**config.mk**
```make
export PLATFORM = sky130hd
export DESIGN_NAME = counter_readout
export DESIGN_NICKNAME = d
export VERILOG_FILES = /design/src/rtl/counter_readout.sv
export SDC_FILE = /design/constraint.sdc
export NUM_CORES = 1
export LEC_CHECK = 0
export CORE_ASPECT_RATIO = 0.7
export CORE_MARGIN = 5
export CORE_UTILIZATION = 55
export CTS_BUF_LIST = sky130_fd_sc_hd__clkbuf_8 sky130_fd_sc_hd__clkbuf_16
export CTS_CLUSTER_DIAMETER = 200
export DETAILED_ROUTE_END_ITERATION = 8
export PLACE_DENSITY = 0.89
export SETUP_SLACK_MARGIN = 0.15
export SYNTH_ARGS = -nofsm -noshare
export SYNTH_HDL_FRONTEND = slang
export SYNTH_SLANG_ARGS = --single-unit
export TNS_END_PERCENT = 50
```
**constraint.sdc**
```tcl
create_clock -name Clk -period 3.5 [get_ports Clk]
set_input_delay 0.7 -clock Clk [delete_from_list [all_inputs] [get_ports Clk]]
set_output_delay 0.7 -clock Clk [all_outputs]
set_load 0.01 [all_outputs]
```
**src/rtl/counter_readout.sv**
```systemverilog
// Snapshots two 64-bit event counters on request and streams them as a byte-wide framed packet.
// Optional trailing XOR checksum byte: define COUNTER_READOUT_CHECKSUM_EN.
module counter_readout #(
   parameter logic [7:0] HEADER = 8'hA5
) (
   input  logic        Clk,
   input  logic        Reset,
   input  logic [63:0] Cnt0,
   input  logic [63:0] Cnt1,
   input  logic        Req,
   input  logic        DReady,
   output logic [7:0]  DOut,
   output logic        DValid,
   output logic        Busy,
   output logic        Drop
);

`ifdef COUNTER_READOUT_CHECKSUM_EN
   typedef enum logic [1:0] {S_IDLE, S_HDR, S_DATA, S_CSUM} state_t;
`else
   typedef enum logic [1:0] {S_IDLE, S_HDR, S_DATA} state_t;
`endif

   state_t       r_state, w_state_next;
   logic [3:0]   r_idx, w_idx_next;
   logic [63:0]  r_snap0, r_snap1;
   logic [7:0]   r_dout, w_dout_next;
   logic         r_dvalid, w_dvalid_next;
   logic         r_drop;
   logic         w_load;
   logic         w_accept;
   logic [127:0] w_frame;
   logic [3:0]   w_cur_sel, w_nxt_sel;
   logic [7:0]   w_cur_byte, w_nxt_byte;
`ifdef COUNTER_READOUT_CHECKSUM_EN
   logic [7:0]   r_csum, w_csum_next;
`endif

   // Byte index 0 is the MSB of snapshot0; index 15 is the LSB of snapshot1.
   assign w_frame    = {r_snap0, r_snap1};
   assign w_cur_sel  = 4'd15 - r_idx;
   assign w_nxt_sel  = 4'd14 - r_idx;
   assign w_cur_byte = w_frame[{w_cur_sel, 3'b000} +: 8];
   assign w_nxt_byte = w_frame[{w_nxt_sel, 3'b000} +: 8];
   assign w_accept   = r_dvalid & DReady;

   always_ff @(posedge Clk) begin
      if (Reset) begin
         r_state  <= S_IDLE;
         r_idx    <= 4'd0;
         r_snap0  <= 64'd0;
         r_snap1  <= 64'd0;
         r_dout   <= 8'd0;
         r_dvalid <= 1'b0;
         r_drop   <= 1'b0;
`ifdef COUNTER_READOUT_CHECKSUM_EN
         r_csum   <= 8'd0;
`endif
      end else begin
         r_state  <= w_state_next;
         r_idx    <= w_idx_next;
         r_dout   <= w_dout_next;
         r_dvalid <= w_dvalid_next;
         r_drop   <= Req & (r_state != S_IDLE);
         if (w_load) begin
            r_snap0 <= Cnt0;
            r_snap1 <= Cnt1;
         end
`ifdef COUNTER_READOUT_CHECKSUM_EN
         r_csum   <= w_csum_next;
`endif
      end
   end

   // Outputs are registered, so each branch computes the byte shown after the edge.
   always_comb begin
      w_state_next  = r_state;
      w_idx_next    = r_idx;
      w_dout_next   = r_dout;
      w_dvalid_next = r_dvalid;
      w_load        = 1'b0;
`ifdef COUNTER_READOUT_CHECKSUM_EN
      w_csum_next   = r_csum;
`endif
      case (r_state)
         S_IDLE: begin
            w_dout_next   = 8'd0;
            w_dvalid_next = 1'b0;
            if (Req) begin
               w_load        = 1'b1;
               w_state_next  = S_HDR;
               w_dout_next   = HEADER;
               w_dvalid_next = 1'b1;
`ifdef COUNTER_READOUT_CHECKSUM_EN
               w_csum_next   = 8'd0;
`endif
            end
         end
         S_HDR: begin
            if (w_accept) begin
               w_state_next = S_DATA;
               w_idx_next   = 4'd0;
               w_dout_next  = w_frame[127:120];
            end
         end
         S_DATA: begin
            if (w_accept) begin
`ifdef COUNTER_READOUT_CHECKSUM_EN
               w_csum_next = r_csum ^ w_cur_byte;
`endif
               if (r_idx == 4'd15) begin
`ifdef COUNTER_READOUT_CHECKSUM_EN
                  w_state_next = S_CSUM;
                  w_dout_next  = r_csum ^ w_cur_byte;
`else
                  w_state_next  = S_IDLE;
                  w_dout_next   = 8'd0;
                  w_dvalid_next = 1'b0;
`endif
               end else begin
                  w_idx_next  = r_idx + 4'd1;
                  w_dout_next = w_nxt_byte;
               end
            end
         end
`ifdef COUNTER_READOUT_CHECKSUM_EN
         S_CSUM: begin
            if (w_accept) begin
               w_state_next  = S_IDLE;
               w_dout_next   = 8'd0;
               w_dvalid_next = 1'b0;
            end
         end
`endif
         default: begin
            w_state_next  = S_IDLE;
            w_dout_next   = 8'd0;
            w_dvalid_next = 1'b0;
         end
      endcase
   end

   assign DOut   = r_dout;
   assign DValid = r_dvalid;
   assign Busy   = (r_state != S_IDLE);
   assign Drop   = r_drop;

endmodule

```
== Word-level counts from Yosys, hierarchy flattened ==
Index checks and enable logic that the tools add are counted.

* Add/subtract/negate cells: 2
* Multipliers: 0
* Div/mod/pow operators: 0
* $lt $le $gt $ge: 0
* Equal/unequal tests: 8
* Shifts and indexed selects: 1
* Mux-type cells: 19
* Bitwise logic cells: 3
* Reduce and logical (&&, ||, !) cells: 7

{| class="wikitable"
|+ Operators with widths
! operator !! count
|-
| 128-bit by 8-bit variable part select with 8-bit output || 1
|-
| 8-bit 2-to-1 mux || 4
|-
| 8-bit one-hot mux with 3 select lines || 1
|-
| 4-bit 2-to-1 mux || 3
|-
| 2-bit inequality test, second input constant || 5
|-
| 2-bit 2-to-1 mux || 4
|-
| 4-bit one-hot mux with 2 select lines || 1
|-
| 4-bit AND reduction || 2
|-
| 2-bit one-hot mux with 3 select lines || 1
|-
| 4-bit by 1-bit adder with 4-bit output, second input constant || 1
|-
| 4-bit == test, second input constant || 1
|-
| 1-bit 2-to-1 mux || 4
|-
| 2-bit nonzero test || 2
|-
| 4-bit subtractor, first input constant || 1
|-
| 1-bit one-hot mux with 3 select lines || 1
|-
| 3-bit AND reduction || 1
|-
| 1-bit AND || 2
|-
| 2-bit by 1-bit == test with 1-bit output, second input constant || 1
|-
| 2-bit == test, second input constant || 1
|-
| 2-bit zero test || 1
|-
| 2-bit AND reduction || 1
|-
| 1-bit inverter || 1
|}

* Register bits: 144
* Latch bits: 0
* RAM bits: 0
* Bits in read-only memories: 0
* Input bits: 132
* Output and inout port bits: 11
* Logic and storage cells: 47
* Memories: 0

== Logic depth before layout (Yosys ltp) ==
Gate-level depths: netlist of the first run.

* Depth after elaboration: 5
* Mapped depth: 8
* Mapped depth without buffers: 5

== Least setup slack after synthesis of the first run ==
No wires, ideal clock.

* Path type: flip-flop to flip-flop
* Start point: register r_idx[0]
* End point: register r_dout[1], in the netlist DOut[1]
* Setup time: 88 ps
* Data arrival time: 2207 ps
* Required time: 3412 ps
* Path slack: 1205 ps
* Stages on the path, launching flop included: 6
* Buffers on the path: 0
* Period minus slack after synthesis: 2295 ps
* Cells stage by stage: dfxtp_1 > ha_1 > xnor2_2 > mux4_2 > or3_1 > a311oi_2

* Longest elaborated chain between the ends: 5
* Elaborated cells between the ends (all ways): 6
* Those cells by class: add/sub (1); eq/ne (1); shift (1); mux (3)

{| class="wikitable"
|+ Ends and longest elaborated chain
! element !! RTL line !! text
|-
| start: declaration || 25 || <nowiki>logic [3:0] r_idx, w_idx_next;</nowiki>
|-
| start signal: assignment || 61 || <nowiki>r_idx <= w_idx_next;</nowiki>
|-
| 4-bit subtractor || 42 || <nowiki>assign w_nxt_sel = 4'd14 - r_idx;</nowiki>
|-
| 128-bit by 8-bit variable part select with 8-bit output || 44 || <nowiki>assign w_nxt_byte = w_frame[{w_nxt_sel, 3'b000} +: 8];</nowiki>
|-
| 8-bit 2-to-1 mux (*) || 111 || <nowiki>if (r_idx == 4'd15) begin</nowiki>
|-
| 8-bit 2-to-1 mux (*) || 107 || <nowiki>if (w_accept) begin</nowiki>
|-
| 8-bit one-hot mux with 3 select lines (*) || 85 || <nowiki>case (r_state)</nowiki>
|-
| end signal: assignment || 62 || <nowiki>r_dout <= w_dout_next;</nowiki>
|-
| end: declaration || 27 || <nowiki>logic [7:0] r_dout, w_dout_next;</nowiki>
|}

Mark *: on every way between the ends. The rest lies on a longest branch, timed or not. The select of a mux whose other input is x is not followed.
A chain may end at the register's enable or synchronous reset.

== Worst setup path in the final report of the first run ==
* Start point: register r_state[1]
* End point: output Busy

* Longest elaborated chain between the ends: 1

{| class="wikitable"
|+ Ends and longest elaborated chain
! element !! RTL line !! text
|-
| start: declaration || 24 || <nowiki>state_t r_state, w_state_next;</nowiki>
|-
| start signal: assignment || 60 || <nowiki>r_state <= w_state_next;</nowiki>
|-
| 2-bit nonzero test || 145 || <nowiki>assign Busy = (r_state != S_IDLE);</nowiki>
|-
| end: declaration || 14 || <nowiki>output logic Busy,</nowiki>
|}

No other way between the ends.

==> results of run 1 <==
report_power, final:
group	internal [mW]	switching, mW	leakage, nW	total [mW]
clock	1.01	0.737	0.279	1.75
sequential	1.74	0.0669	1.18	1.81
combinational	0.279	0.267	1.61	0.546
worst paths after layout:
check / slack (ps) / cells after the start / from / to
hold reg to reg: 450 / 2 / r_snap1[3] / r_snap1[3]
setup / recovery: 650 / 3 / r_state[1] / Busy
hold / removal: 450 / 2 / r_snap1[3] / r_snap1[3]
setup reg to reg: 1020 / 6 / r_idx[1] / DOut[1]
cells in the mapped netlist, types with 2 or more instances:
cell type / number / area share [%]
o21ai_0: 7 / 0.54
nor3_1: 4 / 0.31
a32oi_1: 4 / 0.54
mux4_1: 2 / 0.81
a211oi_1: 4 / 0.46
a21bo_2: 4 / 0.61
and2_1: 3 / 0.29
or3_1: 4 / 0.38
o22a_1: 4 / 0.54
a311oi_2: 4 / 0.92
mux2_2: 16 / 2.8
nand2_1: 260 / 15
or4_1: 2 / 0.23
o211ai_1: 9 / 1.0
nor2b_1: 3 / 0.29
mux2i_1: 28 / 4.3
a31oi_1: 3 / 0.29
dfxtp_1: 144 / 44
buf_2: 5 / 0.38
nand3_1: 7 / 0.54
nand3b_1: 2 / 0.23
buf_1: 4 / 0.23
nor3b_1: 2 / 0.23
mux4_2: 21 / 7.3
or2_2: 2 / 0.19
inv_1: 8 / 0.46
clkbuf_1: 53 / 3.1
a21oi_1: 141 / 11
o2111ai_1: 4 / 0.54
nor2_1: 13 / 0.75
cells in the final DEF, fill, tap and decap left out, types with 7 or more instances in the layout:
cell             synthesis  final
mux2_2                  16     16
buf_4                    1      9
clkbuf_16                0     17
a21oi_1                141    141
mux4_2                  21     21
nor2_1                  13     13
mux2i_1                 28     28
inv_1                    8      8
o21ai_0                  7      7
clkdlybuf4s50_1          0    141
dfxtp_1                144    144
o211ai_1                 9      9
nand2_1                260    259
nand3_1                  7      7
cells by family after synthesis:
logic type	synth area share, %
buffers and inverters	4.24
flip-flops	44.2
multiplexers	15.1
adder cells (fa/ha/maj)	0.192
AND/OR/NAND/NOR	18.6
AO/OA/AOI/OAI	16.9
XOR/XNOR	0.767
layout make-up:
type | instances | area (um2)
tap | 157 | 196
multi-input combinational | 565 | 3380
inverter | 8 | 30.0
timing repair buffer | 153 | 1540
sequential | 144 | 2880
clock inverter | 14 | 133
clock buffer | 18 | 439
fill | 837 | 3050
registers in the layout (all words and copies together) (netlist names):
register  count
DOut          8
DValid        1
Drop          1
r_idx         4
r_snap0      64
r_snap1      64
r_state       2
metrics by stage:
step | hold slack (ps) | instances | instance area [um2] | worst slack, ps
2_1_floorplan | 432 | 780 | 6520 | 1200
3_3_place_gp | 440 | 1027 | 8020 | 924
3_5_place_dp | 446 | 1027 | 8020 | 913
4_1_cts | 454 | 1059 | 8600 | 693
5_1_grt | 476 | 1059 | 8600 | 613
6_report | 454 | 1059 | 8600 | 654
worst min-delay path, stage by stage, from the launching register on:
cell,delay [ps]
dfxtp_1,310
nand2_1,50
a21oi_1,50
metal layers:
layer	routed length (um)	vias to the layer above	global-route usage (%)
met5	0	-	0
met4	461	0	10.5
met3	1990	44	7.59
met2	8230	295	38.6
met1	8210	2865	37.8
li1	-	2896	-
==> flow_summary.json, run 1 <==
{
  "hp-class": "flip-flop to flip-flop",
  "power.total_mw": 4.10,
  "synthCells": 780,
  "die_h_um": 101,
  "globalRouteTotalUtil_pct": 26.6,
  "grt_max_degree": 62,
  "detail_route.wl_per_cell_um": 17.8,
  "path_class": "flip-flop to output pin",
  "ant_nets": 0,
  "clk_latency_ps": 420,
  "required_ps": 2800,
  "drt-vias-per-instance": 5.76,
  "slew_headroom_pct": 47.7,
  "vdd_drop_max_v": 0.000350,
  "ys_seq_area_share_pct": 44.2,
  "p_leak_nw": 3.07,
  "cp_cell_sequence": "nor2_1 -> inv_1 -> clkdlybuf4s50_1",
  "slowest_stage": "dfxtp_1",
  "cts_buffer_depth": 2,
  "critPathBufInv": 2,
  "max_freq_mhz": 351,
  "cp_max_fo": 20,
  "place.gp.congestion": 0.916,
  "post-cts-setup-buffer-count": 0,
  "status": "finished, final reports clean",
  "clock_sinks": 144,
  "worstMarginPinSlew_ps": 781,
  "io_buffers": 142,
  "async_flop_share_pct": 0,
  "slew_violations": 0,
  "drive_gt1_share_pct": 10.6,
  "final_util_pct": 73.8,
  "pin_count": 143,
  "cts_made_buffers": 17,
  "core_mm2": 0.0116,
  "endpoint_kind": "output pin",
  "overflow": 0,
  "postCtsHoldBufs": 0,
  "rsz0062_at_grt": "false",
  "start_util_pct": 56.0,
  "antenna_cells": 0,
  "synth_cell_types": 43,
  "drt_iter0_drc": 695,
  "timing.final.crit_share_pct": 81.3,
  "area_growth_pct": 31.8,
  "ctsResizeCount": 0,
  "rows": 33,
  "period_needed_ps": 2850,
  "fin_tns_setup_ps": 0,
  "ys_seq_elements": 144,
  "setup_violations": 0,
  "crit_path_start_kind": "flip-flop",
  "grt_pass1_vias": 5916,
  "critPathMaxStageDelay_ps": 770,
  "finalHoldViolCount": 0,
  "antenna_found_initial": 0,
  "crit_arrival_ps": 2150,
  "synth_ff_type": "dfxtp_1",
  "vias": 6100,
  "cts_max_level": 4,
  "fin_worst_skew_ps": 6.77,
  "cap_viol_max_count": 0,
  "postSynthNetCount": 913,
  "dpl.hpwl_mm": 13.1,
  "cts_root_buf": "clkbuf_16",
  "netlist_area_mm2": 0.00652,
  "clk_pin_slew_worst_paths_ps": 60,
  "grt_pass1_wl_mm": 29.9,
  "power_density_mw_per_mm2": 477,
  "fp.dieW_um": 140,
  "firstDrtPassIters": 7,
  "wl_mm": 18.9,
  "cp_top_family": "flip-flops",
  "yosysWarnings": 0,
  "dieArea_mm2": 0.0142,
  "cts_tree": "yes",
  "nNetsFinal": 1022,
  "synth_edf_count": 0,
  "drc": 0,
  "syn_avg_cell_area_um2": 8.36
}
No activity file was read; power rests on OpenSTA's default activity.
==> inputs of run 2 (changes only) <==
CORE_UTILIZATION = 51   (was 55)
PLACE_DENSITY = 0.83   (was 0.89)
clock period = 2.75 ns   (was 3.5 ns; I/O delays follow)
==> run 2 against run 1 <==
  * Clock-buffer cell count up 1
  * Register-to-register slack got worse by 580 ps
  * Sequential power up 27%
  * Via count fell by 0.51%
  * Clock power grew 36%
  * Critical path depth unchanged
  * Routed wire length decreased by 0.36%
  * Clock skew is 1.3 ps higher
  * First-iteration DRC count shrank 1.4%
  * Cell area is 1.5% higher
  * Final cell count is 0.76% higher
  * Highest routed layer unchanged
==> flow_summary.json, run 2 (synthesized netlist as in run 1, its figures left out) <==
{
  "power_density_mw_per_mm2": 616,
  "reg2reg_from": "r_idx[1]",
  "cts_buffer_depth": 2,
  "holdWs_ps": 454,
  "final_common_cell": "nand2_1",
  "max_freq_mhz": 415,
  "seq_area_mm2": 0.00288,
  "die_h_um": 105,
  "mostFrequentLayoutCells": "nand2_1 (259), dfxtp_1 (144), a21oi_1 (141), clkdlybuf4s50_1 (141), mux2i_1 (28)",
  "drc": 0,
  "clk_pin_slew_worst_paths_ps": 60,
  "cp_top_family": "buffers and inverters",
  "drt-vias-per-instance": 5.69,
  "critPathBufInv": 2,
  "r2r-end": "DOut[2]",
  "firstDrtPassIters": 7,
  "finalHoldViolCount": 0,
  "fp.dieW_um": 145,
  "antenna_cells": 0,
  "worstMarginPinSlew_ps": 890,
  "hp-class": "flip-flop to flip-flop",
  "power_frac_comb_pct": 13.1,
  "multi_input_area_mm2": 0.00339,
  "clk_latency_ps": 420,
  "cts_max_level": 4,
  "timing.final.crit_share_pct": 87.5,
  "p_sw_mw": 1.33,
  "ant_nets": 0,
  "cap_viol_max_count": 0,
  "status": "finished, final reports clean",
  "clock_sinks": 144,
  "grt_max_degree": 98,
  "start_util_pct": 52.3,
  "antenna_found_initial": 0,
  "p_leak_nw": 3.13,
  "place.gp.congestion": 0.945,
  "io_buffers": 142,
  "critPathMaxStageDelay_ps": 590,
  "required_ps": 2200,
  "path_class": "flip-flop to output pin",
  "area_growth_pct": 33.8,
  "vias": 6069,
  "place_inst": 1035,
  "num-fill-cells": 955,
  "dieArea_mm2": 0.0152,
  "core_mm2": 0.0125,
  "reg2reg_slack_ps": 440,
  "slew_violations": 0,
  "fin_tns_setup_ps": 0,
  "cp_max_fo": 13,
  "setup_violations": 0,
  "cts_tree": "yes",
  "postCtsHoldBufs": 0,
  "post-cts-setup-buffer-count": 0,
  "rsz0062_at_grt": "false",
  "detail_route.wl_per_cell_um": 17.6,
  "slowest_stage": "dfxtp_1",
  "pin_count": 143,
  "netSwitchingFraction_pct": 24.7,
  "rows": 34,
  "overflow": 0,
  "grt_pass1_wl_mm": 29.6,
  "power.total_mw": 5.38,
  "min_to": "r_snap1[8]",
  "grt_pass1_vias": 5613,
  "layout.cells.non_filler": 1067,
  "nNetsFinal": 1025,
  "p_seq_share_pct": 42.7,
  "vdd_drop_max_v": 0.000491,
  "fin_worst_skew_ps": 8.02,
  "cts_made_buffers": 17,
  "endpoint_kind": "output pin",
  "dpl.hpwl_mm": 13.1,
  "pwr-share-clk_pct": 44.2,
  "drive_gt1_share_pct": 10.7,
  "drt_iter0_drc": 685,
  "wl_mm": 18.8,
  "slew_headroom_pct": 40.5,
  "crit_arrival_ps": 1860,
  "globalRouteTotalUtil_pct": 24.1,
  "period_needed_ps": 2410,
  "cts_root_buf": "clkbuf_16",
  "hold_path_depth": 2,
  "cp_cell_sequence": "nor2_1 -> inv_1 -> clkdlybuf4s50_1",
  "hp-start": "r_snap1[8]",
  "p_int_mw": 4.05,
  "crit_path_start_kind": "flip-flop",
  "r2r.worst_path.cells": 6
}
-- run 2: cell types whose count changed in the layout (fill, tap and decap cells not counted) --
cell and delta:
bufinv_16 +2, xnor2_2 -1, xnor2_4 +1, clkbuf_8 +1
buf_12 +4, clkinv_2 -2, inv_1 +2, buf_4 -1
inv_8 -1, inv_6 -2
-- run 2: what timing repair did --
action | 4_1_cts | 5_1_grt
hold endpoints to repair | 0 | 0
endpoints found under the setup margin | 0 | 1
resized for setup | 0 | 1
-- run 2: worst min-delay path, delay by kind of cell (launching register included) --
| family | cells | cell delay (ps) |
|---|---|---|
| flip-flops | 1 | 310 |
| AND/OR/NAND/NOR | 1 | 50 |
| AO/OA/AOI/OAI | 1 | 50 |
-- run 2: power groups by stage --
stage	clock network, mW	registers (mW)	logic [mW]
floorplan	0	2.31	0.368
global placement	0	2.33	0.681
detailed placement	0	2.34	0.691
CTS	2.39	2.29	0.698
global route	2.50	2.31	0.767
finish	2.38	2.30	0.703
-- run 2: how the worst max path moves through the flow --
| stage | start | to | depth (start not counted) |
|---|---|---|---|
| floorplan | r_idx[0] | DOut[1] | 5 |
| global placement | DReady | DOut[2] | 5 |
| detailed placement | DReady | DOut[0] | 5 |
| CTS | r_idx[1] | DOut[3] | 5 |
| global route | r_state[1] | Busy | 3 |
| finish | r_state[1] | Busy | 3 |
-- run 2: layout make-up --
class / count / share of cell area [%]
clock buffer: 19 / 5.19
tap: 162 / 2.32
multi-input combinational: 565 / 38.8
clock inverter: 13 / 1.85
sequential: 144 / 33.0
timing repair buffer: 156 / 18.5
inverter: 8 / 0.344
-- run 2: metrics by stage --
stage / setup slack [ps] / area, um2 / utilization [%]
after floorplan: 455 / 6520 / -
after global placement: 371 / 8100 / 65.0
after detailed placement: 291 / 8100 / 65.0
after CTS: 274 / 8720 / 69.9
after global routing: 265 / 8730 / 70.0
final: 343 / 8730 / 70.0
-- run 2: per-layer routing --
| layer | GRT usage, % | share of wire (%) | wire, um |
|---|---|---|---|
| met5 | 0 | 0 | 0 |
| met3 | 6.92 | 10 | 1940 |
| met1 | 35.8 | 45 | 8480 |
| met2 | 34.8 | 43 | 8180 |
| met4 | 5.26 | 1.2 | 223 |
==> inputs of run 3 (changes only) <==
CELL_PAD_IN_SITES_DETAIL_PLACEMENT = 1   (was default)
CELL_PAD_IN_SITES_GLOBAL_PLACEMENT = 2   (was default)
CORE_UTILIZATION = 30   (was 51)
PLACE_DENSITY = 0.84   (was 0.83)
SLEW_MARGIN = 10   (was default)
==> run 3 against run 2 <==
  * Maximum frequency fell by 2.4%
  * Total power grew 3.1%
  * Via count fell by 2.9%
  * Core utilization decreased by 29 points
  * Critical path depth is the same
  * First-iteration DRC count down 48%
  * Cell area is 2.2% higher
  * Global-route usage fell by 6.4 points
  * Clock-buffer cell count shrank 2
  * Critical endpoint unchanged
==> flow_summary.json, run 3 (synthesized netlist as in run 1, its figures left out) <==
{
  "max_freq_mhz": 406,
  "cts_buffer_depth": 2,
  "endpoint_kind": "output pin",
  "setup_violations": 0,
  "worstMarginPinSlew_ps": 703,
  "p_leak_nw": 3.16,
  "area_growth_pct": 36.7,
  "slew_violations": 0,
  "fp.dieW_um": 186,
  "finalHoldViolCount": 0,
  "required_ps": 2200,
  "overflow": 0,
  "cts_tree": "yes",
  "layout.cells.non_filler": 1192,
  "cp_max_fo": 9,
  "die_h_um": 133,
  "slew_headroom_pct": 53.1,
  "grt_pass1_vias": 6039,
  "clk_latency_ps": 440,
  "period_needed_ps": 2470,
  "reg2reg_slack_ps": 390,
  "clock_sinks": 144,
  "core_mm2": 0.0215,
  "drt-vias-per-instance": 4.94,
  "antenna_found_initial": 0,
  "detail_route.wl_per_cell_um": 18.6,
  "dpl.hpwl_mm": 16.4,
  "preCtsSetupSlack_ps": 219,
  "pin_count": 143,
  "crit_arrival_ps": 1920,
  "status": "finished, final reports clean",
  "cts_max_level": 4,
  "place_inst": 1160,
  "grt_busiest_layer": "met1",
  "met1_usage_pct": 27.4,
  "cp_cell_sequence": "nor2_1 -> inv_1 -> clkdlybuf4s50_1",
  "grt_max_degree": 66,
  "crit_path_start_kind": "flip-flop",
  "critPathMaxStageDelay_ps": 560,
  "fin_tns_setup_ps": 0,
  "hp-class": "flip-flop to flip-flop",
  "cap_viol_max_count": 0,
  "met2_usage_pct": 24.4,
  "antenna_cells": 0,
  "io_buffers": 142,
  "wl_mm": 22.1,
  "start_util_pct": 30.3,
  "grt_pass1_wl_mm": 34.1,
  "cts_root_buf": "clkbuf_16",
  "vdd_drop_max_v": 0.000447,
  "nNetsFinal": 1030,
  "power_density_mw_per_mm2": 622,
  "vias": 5891,
  "dieArea_mm2": 0.0248,
  "final_common_cell": "nand2_1",
  "rsz0062_at_grt": "false",
  "postCtsHoldBufs": 0,
  "grt_use_met3_pct": 4.45,
  "drt_iter0_drc": 355,
  "clk_pin_slew_worst_paths_ps": 70,
  "finalWorstSetupSlack_ps": 284,
  "globalRouteTotalUtil_pct": 17.7,
  "firstDrtPassIters": 4,
  "path_class": "flip-flop to output pin",
  "slowest_stage": "dfxtp_1",
  "rows": 45,
  "drive_gt1_share_pct": 11.4,
  "drc": 0,
  "place.gp.congestion": 0.820,
  "fin_worst_skew_ps": 10.5,
  "holdWs_ps": 453,
  "ant_nets": 0,
  "power.total_mw": 5.55,
  "mostFrequentLayoutCells": "nand2_1 (259), dfxtp_1 (144), a21oi_1 (141), clkdlybuf4s50_1 (141), mux2i_1 (28)",
  "cts_made_buffers": 17,
  "timing.final.crit_share_pct": 89.7
}
[run 3: cell count changes in the layout (fill, tap and decap cells not counted), sizes merged]
cell,before,now
clkinv,4,3
inv,12,16
clkbuf,19,17
clkinvlp,2,1
buf,15,20
[run 3: layer usage]
layer	routed length, um	vias up
met2	9250	130
met5	0	-
met3	1380	7
met1	11400	2843
met4	77	0
li1	-	2911
[run 3: where the power goes]
part           switching (mW)  total, mW  internal [mW]  leakage (nW)
combinational           0.347      0.707          0.360          1.66
sequential             0.0950       2.31           2.21          1.18
clock                    1.05       2.53           1.48         0.313
[run 3: final timing paths]
check | cells past startpoint | end | startpoint
setup / recovery | 3 | Busy | r_state[1]
hold / removal | 2 | r_snap1[14] | r_snap1[14]
setup reg to reg | 6 | DOut[4] | r_idx[1]
hold reg to reg | 2 | r_snap1[14] | r_snap1[14]
[run 3: cell type report]
type / instances / area (um2)
clock buffer: 17 / 425
clock inverter: 15 / 216
fill: 2500 / 12600
inverter: 8 / 30.0
multi-input combinational: 565 / 3390
sequential: 144 / 2880
tap: 282 / 353
timing repair buffer: 161 / 1620
[run 3: timing repair]
action / 4_1_cts / 5_1_grt
setup buffers: 0 / 0
gates resized for setup: 0 / 1
setup endpoints to repair: 0 / 4
[run 3: metrics by stage]
step	utilization (%)	area [um2]
floorplan	-	6520
global placement	38.4	8270
detailed placement	38.4	8270
CTS	41.4	8910
global route	41.5	8920
finish	41.5	8920
[run 3: worst max-delay path: cells and delay by family (launching register included)]
kind,cells,cell delay (ps)
and+or+nand+nor,1,200
DFF,1,560
buffers and inverters,2,720
